===== src/rtl/csr_trap_unit.sv =====
// Machine-mode CSR file with trap entry, MRET return and a registered redirect
// handshake toward fetch. Privilege is either M (3) or U (0).
module csr_trap_unit #(
    parameter int unsigned     XLEN      = 64,
    parameter int unsigned     NIRQ      = 12,
    parameter bit              VEC_EN    = 1'b1,
    parameter logic [XLEN-1:0] RESET_VEC = '0
) (
    input  logic            clk,
    input  logic            reset,
    input  logic [11:0]     rd_addr,
    output logic [XLEN-1:0] rd_data,
    input  logic            cm_valid,
    output logic            cm_ready,
    input  logic [2:0]      cm_op,
    input  logic [XLEN-1:0] cm_pc,
    input  logic [11:0]     cm_addr,
    input  logic [XLEN-1:0] cm_wdata,
    input  logic [3:0]      cm_cause,
    input  logic [XLEN-1:0] cm_tval,
    input  logic [NIRQ-1:0] irq,
    output logic            redir_valid,
    input  logic            redir_ready,
    output logic [XLEN-1:0] redir_pc,
    output logic [1:0]      priv
);

    localparam logic [11:0] A_MSTATUS  = 12'h300;
    localparam logic [11:0] A_MIE      = 12'h304;
    localparam logic [11:0] A_MTVEC    = 12'h305;
    localparam logic [11:0] A_MSCRATCH = 12'h340;
    localparam logic [11:0] A_MEPC     = 12'h341;
    localparam logic [11:0] A_MCAUSE   = 12'h342;
    localparam logic [11:0] A_MTVAL    = 12'h343;
    localparam logic [11:0] A_MIP      = 12'h344;
    localparam logic [11:0] A_MCYCLE   = 12'hB00;
    localparam logic [11:0] A_MINSTRET = 12'hB02;

    localparam logic [2:0] OP_CSRRW = 3'd1;
    localparam logic [2:0] OP_CSRRS = 3'd2;
    localparam logic [2:0] OP_CSRRC = 3'd3;
    localparam logic [2:0] OP_ECALL = 3'd4;
    localparam logic [2:0] OP_MRET  = 3'd5;
    localparam logic [2:0] OP_EXC   = 3'd6;

    localparam logic [XLEN-1:0] ALIGN4     = {{(XLEN-2){1'b1}}, 2'b00};
    localparam logic [XLEN-1:0] MTVEC_MASK = {{(XLEN-2){1'b1}}, 1'b0, VEC_EN};

    typedef enum logic {IDLE, REDIR} state_t;
    state_t state_q, state_d;

    logic            status_mie, status_mpie;
    logic [1:0]      status_mpp, priv_q;
    logic [NIRQ-1:0] mie_q, mip_q;
    logic [XLEN-1:0] mtvec_q, mepc_q, mcause_q, mtval_q, mscratch_q;
    logic [XLEN-1:0] mcycle_q, minstret_q, redir_pc_q;
    logic [XLEN-1:0] mstatus_val;

    assign mstatus_val = XLEN'({status_mpp, 3'b000, status_mpie, 3'b000, status_mie, 3'b000});

    function automatic logic [XLEN-1:0] read_csr(input logic [11:0] addr);
        case (addr)
            A_MSTATUS:  read_csr = mstatus_val;
            A_MIE:      read_csr = XLEN'(mie_q);
            A_MIP:      read_csr = XLEN'(mip_q);
            A_MTVEC:    read_csr = mtvec_q;
            A_MEPC:     read_csr = mepc_q;
            A_MCAUSE:   read_csr = mcause_q;
            A_MTVAL:    read_csr = mtval_q;
            A_MSCRATCH: read_csr = mscratch_q;
            A_MCYCLE:   read_csr = mcycle_q;
            A_MINSTRET: read_csr = minstret_q;
            default:    read_csr = '0;
        endcase
    endfunction

    logic [XLEN-1:0] csr_old, csr_new, trap_target, target;
    logic [NIRQ-1:0] irq_vec;
    logic [3:0]      irq_code, trap_code;
    logic            irq_take, accept, is_sync, is_csr, take_trap, trap_irq;
    logic            do_csr, do_mret, csr_we, go_redir;

    assign rd_data = read_csr(rd_addr);
    assign csr_old = read_csr(cm_addr);

    // Interrupts are masked in M-mode unless MIE is set; the highest index wins.
    assign irq_vec  = mip_q & mie_q;
    assign irq_take = (|irq_vec) && (priv_q != 2'd3 || status_mie);

    always_comb begin
        irq_code = 4'd0;
        for (int i = 0; i < NIRQ; i++) begin
            if (irq_vec[i]) irq_code = 4'(i);
        end
    end

    assign accept    = cm_valid && (state_q == IDLE);
    assign is_sync   = (cm_op == OP_ECALL) || (cm_op == OP_EXC);
    assign is_csr    = (cm_op == OP_CSRRW) || (cm_op == OP_CSRRS) || (cm_op == OP_CSRRC);
    assign take_trap = accept && (is_sync || irq_take);
    assign trap_irq  = !is_sync;
    assign do_csr    = accept && !take_trap && is_csr;
    assign do_mret   = accept && !take_trap && (cm_op == OP_MRET);
    assign csr_we    = do_csr && (cm_op == OP_CSRRW || cm_wdata != '0);
    assign go_redir  = take_trap || do_csr || do_mret;

    always_comb begin
        trap_code = irq_code;
        if (cm_op == OP_EXC)        trap_code = cm_cause;
        else if (cm_op == OP_ECALL) trap_code = (priv_q == 2'd3) ? 4'd11 : 4'd8;
    end

    always_comb begin
        case (cm_op)
            OP_CSRRS: csr_new = csr_old | cm_wdata;
            OP_CSRRC: csr_new = csr_old & ~cm_wdata;
            default:  csr_new = cm_wdata;
        endcase
    end

    assign trap_target = (mtvec_q & ALIGN4) +
                         ((trap_irq && mtvec_q[0]) ? XLEN'({trap_code, 2'b00}) : '0);

    always_comb begin
        target = mepc_q;
        if (take_trap)   target = trap_target;
        else if (do_csr) target = cm_pc + XLEN'(4);
    end

    // Counters step first so that a same-cycle CSR write overrides them.
    always_ff @(posedge clk) begin
        if (reset) begin
            status_mie  <= 1'b0;
            status_mpie <= 1'b0;
            status_mpp  <= 2'b00;
            priv_q      <= 2'd3;
            mie_q       <= '0;
            mip_q       <= '0;
            mtvec_q     <= RESET_VEC & MTVEC_MASK;
            mepc_q      <= '0;
            mcause_q    <= '0;
            mtval_q     <= '0;
            mscratch_q  <= '0;
            mcycle_q    <= '0;
            minstret_q  <= '0;
        end else begin
            mip_q    <= irq;
            mcycle_q <= mcycle_q + XLEN'(1);
            if (accept && !take_trap) minstret_q <= minstret_q + XLEN'(1);
            if (take_trap) begin
                mepc_q      <= cm_pc & ALIGN4;
                mcause_q    <= {trap_irq, {(XLEN-5){1'b0}}, trap_code};
                mtval_q     <= (cm_op == OP_EXC) ? cm_tval : '0;
                status_mpie <= status_mie;
                status_mie  <= 1'b0;
                status_mpp  <= priv_q;
                priv_q      <= 2'd3;
            end else if (do_mret) begin
                status_mie  <= status_mpie;
                status_mpie <= 1'b1;
                priv_q      <= status_mpp;
                status_mpp  <= 2'b00;
            end else if (csr_we) begin
                case (cm_addr)
                    A_MSTATUS: begin
                        status_mie  <= csr_new[3];
                        status_mpie <= csr_new[7];
                        status_mpp  <= {2{&csr_new[12:11]}};
                    end
                    A_MIE:      mie_q      <= csr_new[NIRQ-1:0];
                    A_MTVEC:    mtvec_q    <= csr_new & MTVEC_MASK;
                    A_MEPC:     mepc_q     <= csr_new & ALIGN4;
                    A_MCAUSE:   mcause_q   <= csr_new;
                    A_MTVAL:    mtval_q    <= csr_new;
                    A_MSCRATCH: mscratch_q <= csr_new;
                    A_MCYCLE:   mcycle_q   <= csr_new;
                    A_MINSTRET: minstret_q <= csr_new;
                    default: ;
                endcase
            end
        end
    end

    always_ff @(posedge clk) begin
        if (reset) state_q <= IDLE;
        else       state_q <= state_d;
    end

    always_ff @(posedge clk) begin
        if (reset)         redir_pc_q <= '0;
        else if (go_redir) redir_pc_q <= target;
    end

    always_comb begin
        state_d     = state_q;
        cm_ready    = 1'b0;
        redir_valid = 1'b0;
        case (state_q)
            IDLE: begin
                cm_ready = 1'b1;
                if (go_redir) state_d = REDIR;
            end
            REDIR: begin
                redir_valid = 1'b1;
                if (redir_ready) state_d = IDLE;
            end
        endcase
    end

    assign redir_pc = redir_pc_q;
    assign priv     = priv_q;

endmodule


===== config.mk =====
export PLATFORM = sky130hd
export DESIGN_NAME = csr_trap_unit
export DESIGN_NICKNAME = d
export VERILOG_FILES = /design/src/rtl/csr_trap_unit.sv
export SDC_FILE = /design/constraint.sdc
export NUM_CORES = 2
export LEC_CHECK = 0
export BUFFER_PORTS_ARGS = -buffer_cell sky130_fd_sc_hd__buf_2
export CAP_MARGIN = 20
export CORE_ASPECT_RATIO = 0.9
export CORE_MARGIN = 2
export CORE_UTILIZATION = 66
export CTS_BUF_LIST = sky130_fd_sc_hd__clkbuf_2
export DETAILED_ROUTE_END_ITERATION = 12
export HOLD_SLACK_MARGIN = 0.05
export MAX_ROUTING_LAYER = met4
export PLACE_DENSITY = 0.88
export SYNTH_ARGS = -nofsm -noshare
export SYNTH_HDL_FRONTEND = slang
export SYNTH_SLANG_ARGS = --single-unit

===== constraint.sdc =====
create_clock -name clk -period 6.2 [get_ports clk]
set_clock_uncertainty 0.1 [all_clocks]
set_input_delay 0.62 -clock clk [delete_from_list [all_inputs] [get_ports clk]]
set_output_delay 0.62 -clock clk [all_outputs]
set_load 0.005 [all_outputs]

==> results of run 1 <==
==> logic make-up after synthesis <==
logic type / count (synthesis)
simple gates: 1575
compound gates: 1342
flops: 540
buf+inv: 438
xor+xnor: 217
mux: 147
fa+ha+maj: 8
==> cell usage after synthesis, types with 8 or more instances <==
cell / n / area [um^2]
o211ai_1: 28 / 210
clkbuf_1: 301 / 1130
a22oi_1: 274 / 2060
o31ai_1: 12 / 90.1
o22ai_1: 32 / 200
and3_1: 52 / 325
a31oi_1: 10 / 62.6
and4_1: 25 / 219
o2bb2ai_1: 18 / 158
nand4_1: 110 / 688
buf_2: 63 / 315
dfxtp_1: 540 / 10800
a21o_1: 14 / 105
inv_1: 43 / 161
and2_1: 26 / 163
nand3_1: 178 / 891
o221ai_1: 9 / 78.8
mux4_2: 25 / 563
nor3_1: 143 / 716
nor4b_1: 8 / 70.1
a211oi_1: 366 / 2750
nor2b_1: 20 / 125
xnor2_1: 105 / 920
nor2_1: 523 / 1960
o31a_1: 36 / 315
buf_1: 24 / 90.1
or4_1: 12 / 90.1
mux2i_1: 92 / 921
nand2_1: 338 / 1270
a222oi_1: 10 / 100
o21ai_0: 150 / 751
a2bb2oi_1: 8 / 70.1
a221o_1: 28 / 280
or3_1: 16 / 100
nor4_1: 70 / 438
mux2_2: 30 / 338
a22o_1: 58 / 508
a221oi_1: 55 / 482
xor2_1: 112 / 981
a21oi_1: 145 / 726
a311oi_1: 24 / 210
nand2b_1: 9 / 56.3
==> what timing repair did <==
| item | CTS |
|---|---|
| setup endpoints to repair | 0 |
| hold endpoints to repair | 536 |
| buffers inserted | 0 |
| hold buffers | 428 |
| resized for setup | 0 |
==> stage by stage <==
step / util (%) / hold WS [ps] / cells / cell area [um^2] / setup slack, ps
after global placement: 71.0 / 329 / 5012 / 35800 / 1270
after floorplan: - / 342 / 4267 / 33700 / 2190
after CTS: 82.1 / 52.1 / 5679 / 41400 / 1390
after detailed placement: 71.1 / 337 / 5013 / 35900 / 1130
==> layer usage <==
layer  GRT overflow  track usage [%]
met4             57             68.0
met2            103             93.2
met5              -                -
met3             22             69.3
met1             19             84.5
==> impl_metrics.tcl, run 1 <==
set metrics [dict create \
    outcome "aborted with a tool error" \
    failed_stage "5_1_grt" \
    tool.error "[ERROR GRT-0116] Global routing finished with congestion. Check the congestion regions in the DRC Viewer." \
    htree_levels 4 \
    synth-simple-area-share_pct 22.4 \
    synth_seq_area_share_pct 32.1 \
    dp_hpwl_um 128000 \
    muxShareOfSynthArea_pct 5.40 \
    gp_congestion 1.27 \
    io_buffers 370 \
    grt_pass1_vias 48006 \
    cts_sinks 540 \
    synth_flop_cell "dfxtp_1" \
    ys_seq_elements 540 \
    postSynthCellCount 4267 \
    synth_edf_count 0 \
    ys_warn_count 0 \
    overflow 201 \
    synth.distinct_cells 90 \
    ios 371 \
    start_util_pct 66.8 \
    synth_xor_area_share_pct 5.64 \
    cts_made_buffers 141 \
    rows 78 \
    syn_nets 4514 \
    clk_path_buf_depth 3 \
    grt_pass1_wl_um 315000 \
    grt_usage_pct 81.4 \
    async_reset_ff_share_pct 0 \
    grt_max_degree 204 \
    fp.dieH_um 218 \
    clockRootBuffer "clkbuf_2" \
    die_x_um 242 \
    syn-mean-instance-area_um2 7.90 \
    synth_compound_area_share_pct 29.0 \
    synth-adder-area-share_pct 0.319 \
    synth_top_family_by_area "compound AO/OA/AOI/OAI gates" \
    netlist_area_um2 33700 \
]
==> run 2: changes to the inputs <==
==> config.mk (replaced) <==
export PLATFORM = sky130hd
export DESIGN_NAME = csr_trap_unit
export DESIGN_NICKNAME = d
export VERILOG_FILES = /design/src/rtl/csr_trap_unit.sv
export SDC_FILE = /design/constraint.sdc
export NUM_CORES = 2
export LEC_CHECK = 0
export BUFFER_PORTS_ARGS = -buffer_cell sky130_fd_sc_hd__buf_2
export CAP_MARGIN = 20
export CORE_MARGIN = 2
export CORE_UTILIZATION = 40
export DETAILED_ROUTE_END_ITERATION = 12
export PLACE_DENSITY_LB_ADDON = 0.15
export SYNTH_ARGS = -nofsm -noshare
export SYNTH_HDL_FRONTEND = slang
export SYNTH_SLANG_ARGS = --single-unit
==> run 2 against run 1 <==
Net effect: the flow now finishes without violations; area after synthesis unchanged; synthesized cell count is the same.
==> impl_metrics.tcl, run 2 <==
set metrics [dict create \
    grt_max_degree 159 \
    avgViaCountPerCell 6.91 \
    numPlacedInstances 5437 \
    rows 106 \
    crit_chain "a22oi_1 > and4_1 > a31oi_4 > a21oi_1 > and2_4 > buf_4 > nor2_1 > a211oi_1" \
    postSynthCellCount 4267 \
    grt_usage_pct 42.8 \
    async_reset_ff_share_pct 0 \
    reg2reg_slack_ps 1490 \
    ios 371 \
    p_comb_share_pct 11.2 \
    rsz0062_at_grt "no" \
    antenna_found_initial 5 \
    syn_nets 4514 \
    ys_seq_elements 540 \
    die-area_um2 86600 \
    syn-mean-instance-area_um2 7.90 \
    rr_endpoint "mscratch_q[39]" \
    nets 4678 \
    yosys.area.top_type "dfxtp_1" \
    reg2reg_from "mie_q[0]" \
    cts_setup_buffers 0 \
    maxSlewViolCount 0 \
    synth.distinct_cells 90 \
    die_x_um 294 \
    grt_pass1_wl_um 265000 \
    ant_nets 0 \
    power.leakage_uw 0.0132 \
    drt_iter0_markers 6511 \
    cts_made_buffers 69 \
    synth_flop_cell "dfxtp_1" \
    worstPathRequired_ps 6630 \
    clkLatencyLatePin_ps 640 \
    seq_power_share_pct 40.7 \
    startpoint_type "flip-flop" \
    cts_tree "done" \
    final.fill_count 8413 \
    syn_to_final_growth_pct 15.5 \
    ys_warn_count 0 \
    synth_most_common_cell "dfxtp_1" \
    clk_pin_slew_ps 60 \
    synth_top_area_share_pct 32.1 \
    final_cell_count_no_fill 5572 \
    final_common_cell "dfxtp_1" \
    worstSetupPathType "reg2reg" \
    gp_congestion 1.03 \
    tns_ps 0 \
    synth_edf_count 0 \
    setup_violations 0 \
    dp_hpwl_um 146000 \
    drv_cap 0 \
    slowest_stage "a21oi_1" \
    wirelength_um 192000 \
    start_util_pct 40.3 \
    drt_first_pass_iters 10 \
    hp-class "in2reg" \
    vdd_drop_max_v 0.000161 \
    synth_common_cells "dfxtp_1, nor2_1, a211oi_1" \
    io_buffers 370 \
    cp-endpoint "mscratch_q[39]" \
    holdBufCountCts 0 \
    htree_levels 3 \
    core_um2 83600 \
    grt_pass1_vias 34262 \
    cts_sinks 540 \
    max_slew_margin_pct 2.48 \
    fmax_ghz 0.212 \
    clk_path_buf_depth 3 \
    critPathMaxFanout 70 \
    hold_violations 0 \
    fp.dieH_um 294 \
    cp-startpoint "mie_q[0]" \
    powerDensity_nw_per_um2 228 \
    whs_ps 109 \
    wl_per_cell_um 34.5 \
    r2r_cells 8 \
    synth_seq_area_share_pct 32.1 \
    cts_resized 0 \
    cpPeakStageDelay_ps 860 \
    fin_crit_sh_pct 75.9 \
    p_clk_share_pct 48.1 \
    drc 0 \
    internal-power_uw 6360 \
    clockRootBuffer "clkbuf_16" \
    overflow 0 \
    netlist_area_um2 33700 \
    power_switching_share_pct 28.3 \
    end_kind "flip-flop" \
    outcome "complete, no violations" \
    cp.arrival_ps 5140 \
    p_sw_uw 2510 \
    synth_area_leaders "dfxtp_1, a211oi_1, a22oi_1, nor2_1, nand2_1" \
    vias 38500 \
    period_needed_ps 4710 \
    layout_common_cells "dfxtp_1, nor2_1, buf_2, a211oi_1, nand2_1" \
    tightest_slew_ps 1460 \
    final_layout_size_suffix_gt1_share_pct 16.0 \
]
-- run 2: cell counts after synthesis --
No cell type changed its count.
-- run 2: metal layers --
metal  global-route usage, %  up-vias  routed length [um]
met5                   0.681        -                  87
met1                    59.6    18532               79600
met2                    56.4     3003               72300
li1                        -    16580                   -
met4                    15.3        4                7760
met3                    20.3      381               32700
-- run 2: layout make-up --
cell class / instances / area, um^2 / area share, %
antenna: 7 / 17.5 / 0.0450
clock buffer: 99 / 2010 / 5.17
clock inverter: 26 / 338 / 0.868
inverter: 44 / 165 / 0.424
multi-input combinational: 3289 / 21400 / 55.0
sequential: 540 / 10800 / 27.8
tap: 1080 / 1350 / 3.47
timing repair buffer: 487 / 2830 / 7.27
-- run 2: power by group through the flow --
| stage | combinational (uW) | sequential [uW] | clock [uW] |
|---|---|---|---|
| 6_report | 998 | 3610 | 4270 |
| 5_1_grt | 1020 | 3610 | 4420 |
| 4_1_cts | 943 | 3600 | 4290 |
| 3_5_place_dp | 941 | 3680 | 0 |
| 3_3_place_gp | 940 | 3680 | 0 |
| 2_1_floorplan | 457 | 3640 | 0 |
-- run 2: per-stage QoR --
stage	util (%)	worst slack [ps]	cell area (um^2)	total power, uW
2_1_floorplan	-	2190	33700	4100
3_3_place_gp	43.7	682	36500	4620
3_5_place_dp	43.7	1460	36500	4620
4_1_cts	46.5	1750	38800	8830
5_1_grt	46.6	1160	38900	9050
6_report	46.6	1490	38900	8880
-- run 2: how the worst min path moves through the flow --
stage            startpoint            to  slack, ps  cells after the start
3_5_place_dp   redir_pc[40]  redir_pc[40]        340                      1
2_1_floorplan  mcause_q[12]  mcause_q[12]        340                      2
3_3_place_gp   redir_pc[39]  redir_pc[39]        340                      2
6_report             irq[9]      mip_q[9]        110                      2
4_1_cts              irq[9]      mip_q[9]         90                      2
5_1_grt              irq[1]      mip_q[1]        140                      2
-- run 2: logic make-up after synthesis --
logic type               after synthesis  share of synthesized area (%)
AO/OA/AOI/OAI                       1342                           29.0
multiplexers                         147                           5.40
adder cells (fa/ha/maj)                8                          0.319
buffers and inverters                438                           5.18
flip-flops                           540                           32.1
XOR/XNOR                             217                           5.64
AND/OR/NAND/NOR                     1575                           22.4
-- run 2: critical path: cells and delay by family, from the launching register on --
family          cells  cell delay [ps]
compound gates      4             2010
buf+inv             1              630
simple gates        3             1460
flops               1              380
No activity file was read; power rests on OpenSTA's default activity.
